`src/rtl/alu_arbiter_if.sv`:
```
// Bundles the requester, response and ALU-side signals of the ALU arbiter.
// The slave modport is the arbiter. The master modport is the surrounding
// environment: the two requesters together with the shared ALU.
interface alu_arbiter_if #(
    parameter int WIDTH = 16
);
    logic [1:0]       req_valid;
    logic [1:0]       req_ready;
    logic [WIDTH-1:0] req_a0;
    logic [WIDTH-1:0] req_b0;
    logic [WIDTH-1:0] req_a1;
    logic [WIDTH-1:0] req_b1;
    logic [3:0]       req_op0;
    logic [3:0]       req_op1;
    logic             req_fw0;
    logic             req_fw1;
    logic [1:0]       rsp_valid;
    logic [1:0]       rsp_ready;
    logic [WIDTH-1:0] rsp_result;
    logic [WIDTH-1:0] alu_reg1;
    logic [WIDTH-1:0] alu_reg2;
    logic [3:0]       alu_inst;
    logic             alu_flag_write;
    logic [WIDTH-1:0] alu_result;

    modport master (
        output req_valid, req_a0, req_b0, req_a1, req_b1,
               req_op0, req_op1, req_fw0, req_fw1, rsp_ready, alu_result,
        input  req_ready, rsp_valid, rsp_result,
               alu_reg1, alu_reg2, alu_inst, alu_flag_write
    );

    modport slave (
        input  req_valid, req_a0, req_b0, req_a1, req_b1,
               req_op0, req_op1, req_fw0, req_fw1, rsp_ready, alu_result,
        output req_ready, rsp_valid, rsp_result,
               alu_reg1, alu_reg2, alu_inst, alu_flag_write
    );
endinterface

```
`src/rtl/alu_arbiter.sv`:
```
// Round-robin arbiter sharing one ALU between two requesters.
// One transaction at a time: accept in IDLE, one EXEC cycle with the
// operands registered onto the ALU, then a held response in RESP.
module alu_arbiter #(
    parameter int WIDTH = 16
) (
    input  logic              clk,
    input  logic              reset,
    alu_arbiter_if.slave      bus,
    output logic              busy
);

    typedef enum logic [1:0] {
        IDLE = 2'd0,
        EXEC = 2'd1,
        RESP = 2'd2
    } state_t;

    state_t           state_q;
    state_t           state_d;
    logic             owner_q;
    logic             last_grant_q;
    logic             fw_q;
    logic             winner;
    logic             accept;
    logic [WIDTH-1:0] sel_a;
    logic [WIDTH-1:0] sel_b;
    logic [3:0]       sel_op;
    logic             sel_fw;

    assign busy = (state_q != IDLE);

    // Pick the winner: a lone requester wins, a tie goes to whoever was not served last.
    always_comb begin
        winner = 1'b0;
        case (bus.req_valid)
            2'b01:   winner = 1'b0;
            2'b10:   winner = 1'b1;
            2'b11:   winner = ~last_grant_q;
            default: winner = 1'b0;
        endcase
        sel_a  = winner ? bus.req_a1  : bus.req_a0;
        sel_b  = winner ? bus.req_b1  : bus.req_b0;
        sel_op = winner ? bus.req_op1 : bus.req_op0;
        sel_fw = winner ? bus.req_fw1 : bus.req_fw0;
    end

    // Next-state and handshake outputs; every output is forced idle while reset is low.
    always_comb begin
        state_d            = state_q;
        accept             = 1'b0;
        bus.req_ready      = 2'b00;
        bus.rsp_valid      = 2'b00;
        bus.alu_flag_write = 1'b0;
        case (state_q)
            IDLE: begin
                if (bus.req_valid != 2'b00) begin
                    bus.req_ready = winner ? 2'b10 : 2'b01;
                    accept        = 1'b1;
                    state_d       = EXEC;
                end
            end
            EXEC: begin
                bus.alu_flag_write = fw_q;
                state_d            = RESP;
            end
            RESP: begin
                bus.rsp_valid = owner_q ? 2'b10 : 2'b01;
                if (bus.rsp_ready[owner_q]) begin
                    state_d = IDLE;
                end
            end
            default: state_d = IDLE;
        endcase
        if (!reset) begin
            accept             = 1'b0;
            bus.req_ready      = 2'b00;
            bus.rsp_valid      = 2'b00;
            bus.alu_flag_write = 1'b0;
        end
    end

    // State register.
    always_ff @(posedge clk) begin
        if (!reset) begin
            state_q <= IDLE;
        end else begin
            state_q <= state_d;
        end
    end

    // Operand capture on accept, result capture and fairness update at the end of EXEC.
    always_ff @(posedge clk) begin
        if (!reset) begin
            bus.alu_reg1   <= '0;
            bus.alu_reg2   <= '0;
            bus.alu_inst   <= 4'b0000;
            bus.rsp_result <= '0;
            fw_q           <= 1'b0;
            owner_q        <= 1'b0;
            last_grant_q   <= 1'b1;
        end else begin
            if (accept) begin
                bus.alu_reg1 <= sel_a;
                bus.alu_reg2 <= sel_b;
                bus.alu_inst <= sel_op;
                fw_q         <= sel_fw;
                owner_q      <= winner;
            end
            if (state_q == EXEC) begin
                bus.rsp_result <= bus.alu_result;
                last_grant_q   <= owner_q;
            end
        end
    end

endmodule

```
`src/flat_wrapper.sv`:
```
// flat-port wrapper written by rule: the top's interface ports become plain ports
module alu_arbiter_flat 
#(
    parameter int WIDTH = 16
)
  (clk, reset, busy, bus_req_valid, bus_req_a0, bus_req_b0, bus_req_a1, bus_req_b1, bus_req_op0, bus_req_op1, bus_req_fw0, bus_req_fw1, bus_rsp_ready, bus_alu_result, bus_req_ready, bus_rsp_valid, bus_rsp_result, bus_alu_reg1, bus_alu_reg2, bus_alu_inst, bus_alu_flag_write);
  alu_arbiter_if #(.WIDTH(WIDTH)) bus_i ();
  input  logic clk;
  input  logic reset;
  output logic busy;
  input wire logic [$bits(bus_i.req_valid)-1:0] bus_req_valid;
  input wire logic [$bits(bus_i.req_a0)-1:0] bus_req_a0;
  input wire logic [$bits(bus_i.req_b0)-1:0] bus_req_b0;
  input wire logic [$bits(bus_i.req_a1)-1:0] bus_req_a1;
  input wire logic [$bits(bus_i.req_b1)-1:0] bus_req_b1;
  input wire logic [$bits(bus_i.req_op0)-1:0] bus_req_op0;
  input wire logic [$bits(bus_i.req_op1)-1:0] bus_req_op1;
  input wire logic [$bits(bus_i.req_fw0)-1:0] bus_req_fw0;
  input wire logic [$bits(bus_i.req_fw1)-1:0] bus_req_fw1;
  input wire logic [$bits(bus_i.rsp_ready)-1:0] bus_rsp_ready;
  input wire logic [$bits(bus_i.alu_result)-1:0] bus_alu_result;
  output wire logic [$bits(bus_i.req_ready)-1:0] bus_req_ready;
  output wire logic [$bits(bus_i.rsp_valid)-1:0] bus_rsp_valid;
  output wire logic [$bits(bus_i.rsp_result)-1:0] bus_rsp_result;
  output wire logic [$bits(bus_i.alu_reg1)-1:0] bus_alu_reg1;
  output wire logic [$bits(bus_i.alu_reg2)-1:0] bus_alu_reg2;
  output wire logic [$bits(bus_i.alu_inst)-1:0] bus_alu_inst;
  output wire logic [$bits(bus_i.alu_flag_write)-1:0] bus_alu_flag_write;
  assign bus_i.req_valid = bus_req_valid;
  assign bus_i.req_a0 = bus_req_a0;
  assign bus_i.req_b0 = bus_req_b0;
  assign bus_i.req_a1 = bus_req_a1;
  assign bus_i.req_b1 = bus_req_b1;
  assign bus_i.req_op0 = bus_req_op0;
  assign bus_i.req_op1 = bus_req_op1;
  assign bus_i.req_fw0 = bus_req_fw0;
  assign bus_i.req_fw1 = bus_req_fw1;
  assign bus_i.rsp_ready = bus_rsp_ready;
  assign bus_i.alu_result = bus_alu_result;
  assign bus_req_ready = bus_i.req_ready;
  assign bus_rsp_valid = bus_i.rsp_valid;
  assign bus_rsp_result = bus_i.rsp_result;
  assign bus_alu_reg1 = bus_i.alu_reg1;
  assign bus_alu_reg2 = bus_i.alu_reg2;
  assign bus_alu_inst = bus_i.alu_inst;
  assign bus_alu_flag_write = bus_i.alu_flag_write;
  alu_arbiter #(.WIDTH(WIDTH)) u_core (.clk(clk), .reset(reset), .bus(bus_i), .busy(busy));
endmodule
```
`config.mk`:
```
export PLATFORM = sky130hd
export DESIGN_NAME = alu_arbiter_flat
export DESIGN_NICKNAME = d
export VERILOG_FILES = /design/src/rtl/alu_arbiter_if.sv /design/src/rtl/alu_arbiter.sv /design/src/flat_wrapper.sv
export SDC_FILE = /design/constraint.sdc
export NUM_CORES = 1
export LEC_CHECK = 0
export BUFFER_PORTS_ARGS = -buffer_cell sky130_fd_sc_hd__buf_2
export CAP_MARGIN = 25
export CORE_MARGIN = 2
export CORE_UTILIZATION = 39
export CTS_BUF_LIST = sky130_fd_sc_hd__clkbuf_4
export DETAILED_ROUTE_END_ITERATION = 10
export PLACE_DENSITY = 0.85
export REMOVE_ABC_BUFFERS = 1
export SLEW_MARGIN = 5
export SYNTH_ARGS = -nofsm -noshare
export SYNTH_HDL_FRONTEND = slang
export SYNTH_SLANG_ARGS = --single-unit
```
`constraint.sdc`:
```
create_clock -name clk -period 1.58 [get_ports clk]
set_input_delay 0.079 -clock clk [delete_from_list [all_inputs] [get_ports clk]]
set_output_delay 0.079 -clock clk [all_outputs]
set_load 0.05 [all_outputs]
```
==> run summary, run 1 <==
Total core area: 5850 sq um
Root Buffer: clkbuf_4
Longest individual stage delay on the worst path: 0.42 ns
Top-area cell type share of the netlist area: 48.8%
Post-synth top flop: dfxtp_1
Synth cell count leaders: nand2_1, dfxtp_1, a221o_1
DPL Wire Length: 5100 um
Starting Density: 40.0%
Die area: 6630 sq um
H-tree depth: 3
Fin. Hold Viols: 0
RSZ-0062 raised after global routing: true
First-pass GRT wire length: 12300 um
DRC viols: 0
Number of synthesized flops with an enable pin: 0
WP data required: 1.50 ns
Leak: 0.00198 uW
DR WL/cell: 15.3 um
Largest net degree at the start of global routing: 26
Antenna Violating Nets Remaining: 0
Dpl ws: -0.0297 ns
Setup ws final: -0.169 ns
Avg Inst Size Synth: 8.86 sq um
Hold_ws: 0.0797 ns
Placer Congestion: 0.778
Initial antenna violation count: 0
FF+latch count, synth: 57
Largest cells by area after synthesis: dfxtp_1, a221o_1, nand2_1
Critical Path Source Type: flip-flop
Arrival @ worst endpoint: 1.67 ns
Status: finished, violations left
Synth unique cells: 25
Grt ovf: 0
Hold crit path type: in2reg
Peak VDD IR: 0.545 mV
Most frequent cell on the critical path: buf_6
Pwr/cell area: 986 nW/um^2
Vias per cell: 5.20
DRT Wirelength: 8520 um
Clk_skew: 0.00865 ns
Synthesized area: 2340 sq um
Vias in the first global route: 2845
Clock Latency Late Sink: 0.38 ns
Critical path peak fanout: 3
Worst path slowest cell: or3b_4
Syn-to-layout area delta: 73.2%
Worst Setup Path Type: reg2out
Initial drt markers: 90
Top Family by Delay on Critical Path: simple AND/OR/NAND/NOR gates
Tmin final: 1.75 ns
Final Max Tran Viols: 0
Clk sink count: 57
GRT Overall Usage: 24.1%
N_diodes: 0
Synth area leader: dfxtp_1
Least-Margin Pin Slew: 0.639 ns
Worst setup EP type: output pin
Port Buffers: 153
Layout cells sized above 1: 40.6%
Post-synthesis sequential area ratio: 48.8%
Failing checks: negative setup slack
Setup-failing EPs final: 2
Crit path cell chain: or3b_4 -> buf_6 -> nor3b_4 -> buf_6
Via count: 2902
Pre-antenna DRT Iters: 4
Die X: 81.4 um
Final period utilization: 111%
Rel. slew slack: 57.4%
Clk buf depth: 2
Yosys warns: 0
Syn Inst Count: 264
Die span in y: 81.4 um
# rows: 28
I/O Pins: 154
Ys async rst share: 0%
Fmax: 0.572 GHz
CTS tree: built
Top-count cell post-synth: nand2_1
Buffers and inverters on the worst path: 2
TritonCTS buffer count: 9
Max-cap check violation count: 0
Clock Pin Slew Worst Setup and Hold Paths: 0.10 ns
Nets@finish: 574
## registers in the layout, indices dropped and copies added, names as in the netlist
signal	cells
u_core.bus.alu_reg1	16
u_core.bus.alu_reg2	16
u_core.bus.rsp_result	16
u_core.bus.alu_inst	4
u_core.state_q	2
u_core.fw_q	1
u_core.last_grant_q	1
u_core.owner_q	1
## cell type report
cell class,instances,area [sq um]
Clock inverter,5,46.3
Multi-Input combinational cell,180,1100
Clock buffer,11,82.6
Tap cell,75,93.8
Sequential cell,57,1140
Timing Repair Buffer,229,1580
Inverter,1,3.75
Fill cell,436,1800
## routing by layer
layer	wire length (um)	track usage, %	share of wire, %
met1	3260	25.5	38
met2	4320	44.3	51
met3	742	5.60	8.7
met4	201	12.0	2.4
met5	0	0	0
## through the flow
stage | power, uW | utilization, % | instances | area (sq um) | setup TNS [ns]
after floorplan | 2420 | - | 238 | 2220 | -72.64
after global placement | 2820 | 55.4 | 483 | 3240 | 0
after detailed placement | 2840 | 55.4 | 483 | 3240 | -0.203
after CTS | 3960 | 67.5 | 554 | 3950 | -0.348
after global routing | 4140 | 69.2 | 558 | 4050 | -0.976
final | 3990 | 69.2 | 558 | 4050 | -0.310
## repair_timing
item | in CTS | in global routing
endpoints found under the hold margin | 54 | 0
buffers inserted | 1 | 1
pin swaps | 3 | 15
resized for setup | 13 | 11
setup endpoints to repair | 22 | 30
gates cloned | 0 | 3
hold buffers | 55 | 0
## cells in the final DEF (no fill, tap or decap)
cell           Yosys  routed
inv_1              1       1
or2_2              1       1
buf_6              1       4
dfxtp_1           57      55
o211a_1            1       1
a21o_1             1       1
o21a_1             1       1
a21oi_1            1       1
clkinv_1           0       3
nor2b_2            0       2
bufinv_16          0       1
nand2b_1           1       1
a211oi_4           0       1
a21boi_0          16      16
nor3_2             0       1
and3_1             2       2
nor3_1            36      35
buf_4              1      16
a221o_1           37      37
nand3_1            1       1
nor3b_4            0       1
clkinv_2           0       1
nand2_1           71      71
clkbuf_16          0       2
buf_12             0       2
clkbuf_4           0      11
buf_2             10     148
dfxtp_2            0       2
mux2i_1            1       1
buf_8              0       2
dlygate4sd3_1      0      55
nor2b_1            4       2
or3b_4             0       1
nor2_1             3       3
## where the power goes
group / total (uW) / internal (uW) / switching, uW
Clock: 1010 / 501 / 510
Combinational: 1320 / 484 / 837
Sequential: 1660 / 1580 / 83.4
## worst min-delay path: stages
cell and delay, ns:
buf_2 0.07, nand2_1 0.04, nor3_1 0.12, a221o_1 0.12
## kinds of logic after synthesis
| family | synth area share [%] |
|---|---|
| AND/OR/NAND/NOR | 22.6 |
| AO/OA/AOI/OAI | 22.8 |
| flip-flops | 48.8 |
| buffers and inverters | 5.35 |
| multiplexers | 0.428 |
## final timing paths
check	slack, ns	depth (start not counted)	from	endpoint
worst min register to register	0.47	2	u_core.bus.rsp_result[6]	u_core.bus.rsp_result[6]
worst min-delay path	0.08	4	bus_req_b0[2]	u_core.bus.alu_reg2[2]
worst max-delay path	-0.17	4	u_core.state_q[1]	bus_req_ready[0]
worst max register to register	0	6	u_core.state_q[1]	u_core.bus.alu_reg1[4]
No activity file was read; power rests on OpenSTA's default activity.
==> run 2: changes to the inputs <==
CELL_PAD_IN_SITES_DETAIL_PLACEMENT = 1   (was unset)
CELL_PAD_IN_SITES_GLOBAL_PLACEMENT = 1   (was unset)
CORE_UTILIZATION = 27   (was 39)
==> run 2 against run 1 <==
  * The run still ends with negative setup slack left
  * Fmax up 1.1%
  * Combinational power about the same
  * Utilization shrank 19 points
  * Register-to-register slack worse by 0.14 ns
  * Non-clock buffer count fell by 1
  * Flip-flop and latch count unchanged
  * Clock-buffer cell count decreased by 2
  * Critical path depth did not move
  * Global-route usage down 2.6 points
  * Die area increased by 42%
  * Worst setup slack better by 0.019 ns
  * Wire length is 19% higher
==> run summary, run 2 (synthesized netlist as in run 1, its figures left out) <==
Clock Latency Late Sink: 0.39 ns
Rel. slew slack: 76.8%
Die X: 97.1 um
Total core area: 8300 sq um
Port Buffers: 153
Buffers and inverters on the worst path: 2
Largest net degree at the start of global routing: 37
Finished Layout Cells: 587
I/O Pins: 154
Most frequent cells in the layout: buf_2, nand2_1, dlygate4sd3_1, dfxtp_1, a221o_1
H-tree depth: 3
DRT Wirelength: 10100 um
Final Max Tran Viols: 0
Die span in y: 97.1 um
Worst Setup Path Type: reg2out
Clock Pin Slew Worst Setup and Hold Paths: 0.09 ns
Clk buf depth: 2
WP data required: 1.50 ns
Worst path slowest cell: or3b_4
Worst setup EP type: output pin
Setup ws final: -0.151 ns
Via count: 2898
Net Sw Frac: 34.3%
Dpl ws: -0.0910 ns
First-pass GRT wire length: 16200 um
Post-route setup TNS: -1.61 ns
Critical Path Source Type: flip-flop
Fmax: 0.578 GHz
Clk_skew: 0.0114 ns
Psw: 1490 uW
Longest individual stage delay on the worst path: 0.43 ns
Root Buffer: clkbuf_4
Grt ovf: 0
Top Family by Delay on Critical Path: simple AND/OR/NAND/NOR gates
Max-cap check violation count: 0
Initial drt markers: 89
Tmin final: 1.73 ns
Placer Congestion: 0.776
Layout cells sized above 1: 41.7%
Vias in the first global route: 3261
Biggest regs: u_core.bus.alu_reg1 (16), u_core.bus.alu_reg2 (16), u_core.bus.rsp_result (16)
Core Util, Final: 50.4%
Arrival @ worst endpoint: 1.65 ns
Least-Margin Pin Slew: 0.347 ns
Internal power: 2860 uW
DRC viols: 0
Peak VDD IR: 0.469 mV
Dpl cells: 510
Fin. Hold Viols: 0
Failing checks: negative setup slack
Clock power share: 30.5%
DR WL/cell: 17.3 um
Antenna Violating Nets Remaining: 0
TritonCTS buffer count: 9
CTS tree: built
Status: finished, violations left
Number of fillers in the final layout: 981
Critical path peak fanout: 4
Final period utilization: 110%
Vias per cell: 4.94
Initial antenna violation count: 0
Most common library cell in the layout ignoring fill and taps: buf_2
Clk sink count: 57
DPL Wire Length: 5980 um
Nets@finish: 573
RSZ-0062 raised after global routing: true
Die area: 9420 sq um
Leak: 0.00199 uW
Most frequent cell on the critical path: buf_12
Hold crit path type: in2reg
Combinational group share of total power: 31.1%
Crit path cell chain: or3b_4 -> a211oi_4 -> buf_12 -> buf_12
# rows: 33
Seq pwr share: 38.4%
Pwr/cell area: 1040 nW/um^2
Pre-antenna DRT Iters: 4
Starting Density: 28.2%
Setup-failing EPs final: 18
N_diodes: 0
Hold_ws: 0.0648 ns
Syn-to-layout area delta: 79.0%
GRT Overall Usage: 21.4%
run 2: tightest hold or removal path: stages:
cell and delay [ns]:
buf_2 0.08, mux2i_1 0.05, a21oi_1 0.14, nor2b_1 0.06
run 2: worst paths after layout:
kind                       startpoint                  endpoint  slack, ns  cells past startpoint
min                  bus_rsp_ready[0]         u_core.state_q[1]       0.06                      4
max                 u_core.state_q[0]          bus_req_ready[1]      -0.15                      4
max reg2reg         u_core.state_q[0]    u_core.bus.alu_reg2[0]      -0.14                      7
min reg2reg  u_core.bus.rsp_result[2]  u_core.bus.rsp_result[2]       0.47                      2
run 2: cell type report:
type	count	area, sq um	share of cell area, %
multi-input combinational	180	1140	27.3
sequential	57	1140	27.3
timing repair buffer	228	1590	37.9
clock inverter	7	109	2.60
clock buffer	9	67.6	1.61
tap	105	131	3.14
inverter	1	3.75	0.0897
run 2: repair_timing:
action / 4_1_cts / 5_1_grt
pin swaps: 12 / 9
gates resized for setup: 25 / 20
setup endpoints to repair: 32 / 49
hold buffers: 55 / 0
cloned: 0 / 0
buffers inserted: 7 / 1
endpoints found under the hold margin: 54 / 0
run 2: power groups by stage:
| stage | combinational (uW) | sequential, uW | clock [uW] |
|---|---|---|---|
| after global routing | 1430 | 1680 | 1450 |
| after floorplan | 302 | 2120 | 0 |
| after detailed placement | 1160 | 1690 | 0 |
| after global placement | 1130 | 1690 | 0 |
| after CTS | 1310 | 1660 | 1370 |
| final | 1350 | 1670 | 1320 |
run 2: metal layers:
| layer | routed length (um) | vias up | share of wire, % | track usage (%) |
|---|---|---|---|---|
| li1 | - | 1379 | - | - |
| met1 | 3940 | 1366 | 39 | 22.5 |
| met2 | 5350 | 132 | 53 | 40.7 |
| met3 | 646 | 21 | 6.4 | 5.61 |
| met4 | 212 | 0 | 2.1 | 7.80 |
| met5 | 0 | - | 0 | 0 |
run 2: stage by stage:
step	area, sq um	total power (uW)
3_3_place_gp	3260	2820
4_1_cts	4120	4340
6_report	4190	4350
3_5_place_dp	3260	2850
5_1_grt	4190	4570
2_1_floorplan	2220	2420
==> run 3: changes to the inputs <==
CORE_UTILIZATION = 25   (was 27)
PLACE_DENSITY = 0.78   (was 0.85)
clock period = 1.9 ns   (was 1.58 ns; I/O delays follow)
==> run 3 against run 2 <==
  * Global-route usage decreased by 2.4 points
  * Clock power decreased by 34%
  * Sequential power decreased by 17%
  * Sequential share of layout area increased by 0.85 points
  * Die area increased by 7.7%
  * The flow now finishes without violations
  * Cell count increased by 0.85%
  * Highest routed layer unchanged
  * Via count decreased by 1.1%
  * Critical path type unchanged
  * Clock skew increased by 0.0054 ns
==> run summary, run 3 (synthesized netlist as in run 1, its figures left out) <==
Root Buffer: clkbuf_4
Placer Congestion: 0.752
RSZ-0062 raised after global routing: true
Finished Layout Cells: 592
Die area: 10100 sq um
Most common library cell in the layout ignoring fill and taps: buf_2
Crit path cell chain: or3b_4 -> a211oi_4 -> buf_12 -> buf_12
Vias per cell: 4.84
N_diodes: 0
Starting Density: 25.6%
Clock Pin Slew Worst Setup and Hold Paths: 0.12 ns
Pre-antenna DRT Iters: 4
Worst Setup Path Type: reg2out
Longest individual stage delay on the worst path: 0.44 ns
Peak VDD IR: 0.243 mV
R2R Setup Slk: 0.07 ns
Hold path depth: 4
Syn-to-layout area delta: 73.6%
Worst setup EP type: output pin
Clk sink count: 57
First-pass GRT wire length: 14900 um
Register area: 1140 sq um
GRT Overall Usage: 19.0%
Grt ovf: 0
Post-DP Area: 3240 sq um
Status: complete, no violations
Die X: 101 um
Clk_skew: 0.0168 ns
CTS tree: built
Clock Latency Late Sink: 0.41 ns
DRC viols: 0
Rel. slew slack: 56.2%
Least-Margin Pin Slew: 0.658 ns
Hold crit path type: in2reg
Antenna Violating Nets Remaining: 0
I/O Pins: 154
Pwr/cell area: 825 nW/um^2
Most frequent cells in the layout: buf_2, nand2_1, dlygate4sd3_1, dfxtp_1, a221o_1
Fmax: 0.531 GHz
# rows: 35
Vias in the first global route: 3058
R2R depth: 6
Setup ws final: 0.0176 ns
Fin. Hold Viols: 0
Worst path slowest cell: or3b_4
Via count: 2865
Most frequent cell on the critical path: buf_12
Nets@finish: 572
Largest net degree at the start of global routing: 25
Tmin final: 1.88 ns
Die span in y: 101 um
Port Buffers: 153
Number of fillers in the final layout: 1101
TritonCTS buffer count: 9
Layout cells sized above 1: 39.9%
Critical Path Source Type: flip-flop
Initial antenna violation count: 0
Max-cap check violation count: 0
Dpl ws: 0.193 ns
Arrival @ worst endpoint: 1.79 ns
DR WL/cell: 16.6 um
Biggest regs: u_core.bus.alu_reg1 (16), u_core.bus.alu_reg2 (16), u_core.bus.rsp_result (16)
WP data required: 1.80 ns
DRT Wirelength: 9820 um
Multi-input gate area: 1100 sq um
Total core area: 9150 sq um
Setup-failing EPs final: 0
H-tree depth: 3
Dpl cells: 512
DPL Wire Length: 5830 um
Critical path peak fanout: 6
Final Max Tran Viols: 0
Leak: 0.00196 uW
Fin area: 4060 sq um
Initial drt markers: 83
Clk buf depth: 2
Final period utilization: 99.1%
-- run 3: cell count changes in the layout (fill, tap and decap cells not counted), sizes merged --
cell      change
buf           -2
bufinv        -2
bufbuf        +1
clkinv        +1
clkinvlp      +1
-- run 3: repair_timing --
item | 4_1_cts | 5_1_grt
endpoints found under the hold margin | 54 | 0
pin swaps | 1 | 3
hold buffers | 55 | 0
endpoints found under the setup margin | 2 | 2
buffers inserted | 1 | 7
gates resized for setup | 9 | 5
cloned | 1 | 0
-- run 3: layout make-up --
type | count | area share [%]
Tap cell | 111 | 3.42
Multi-Input combinational cell | 180 | 27.1
Timing Repair Buffer | 227 | 38.0
Inverter | 1 | 0.0925
Clock buffer | 9 | 1.66
Clock inverter | 7 | 1.51
Sequential cell | 57 | 28.2
-- run 3: worst paths after layout --
kind                                          startpoint                  endpoint
worst max-delay path                   u_core.state_q[0]          bus_req_ready[1]
worst min-delay path                      bus_req_b0[14]   u_core.bus.alu_reg2[14]
worst min register to register  u_core.bus.rsp_result[0]  u_core.bus.rsp_result[0]
worst max register to register         u_core.state_q[0]   u_core.bus.alu_reg2[15]
-- run 3: routing by layer --
layer	wire [um]	GRT usage (%)	vias up
met4	159	7.27	0
met5	0	0	-
li1	-	-	1377
met3	620	4.99	13
met2	5090	35.2	119
met1	3960	20.6	1356
-- run 3: power by group --
part | switching [uW] | total [uW] | internal (uW)
clock | 479 | 865 | 385
sequential | 73.3 | 1390 | 1310
combinational | 700 | 1100 | 397
-- run 3: worst max-delay path: cells and delay by family, from the launching register on --
kind / cells / cell delay [ns]
simple gates: 1 / 0.44
flops: 1 / 0.35
compound gates: 1 / 0.29
buf+inv: 2 / 0.29
-- run 3: per-stage QoR --
| stage | utilization, % | total power [uW] | hold slack, ns | TNS (ns) |
|---|---|---|---|---|
| 3_3_place_gp | 35.4 | 2340 | 0.320 | 0 |
| 5_1_grt | 44.3 | 3520 | 0.0456 | -0.0853 |
| 6_report | 44.3 | 3350 | 0.0673 | 0 |
| 2_1_floorplan | - | 2010 | 0.167 | -59.78 |
| 4_1_cts | 43.6 | 3340 | 0.0519 | 0 |
| 3_5_place_dp | 35.4 | 2360 | 0.326 | 0 |
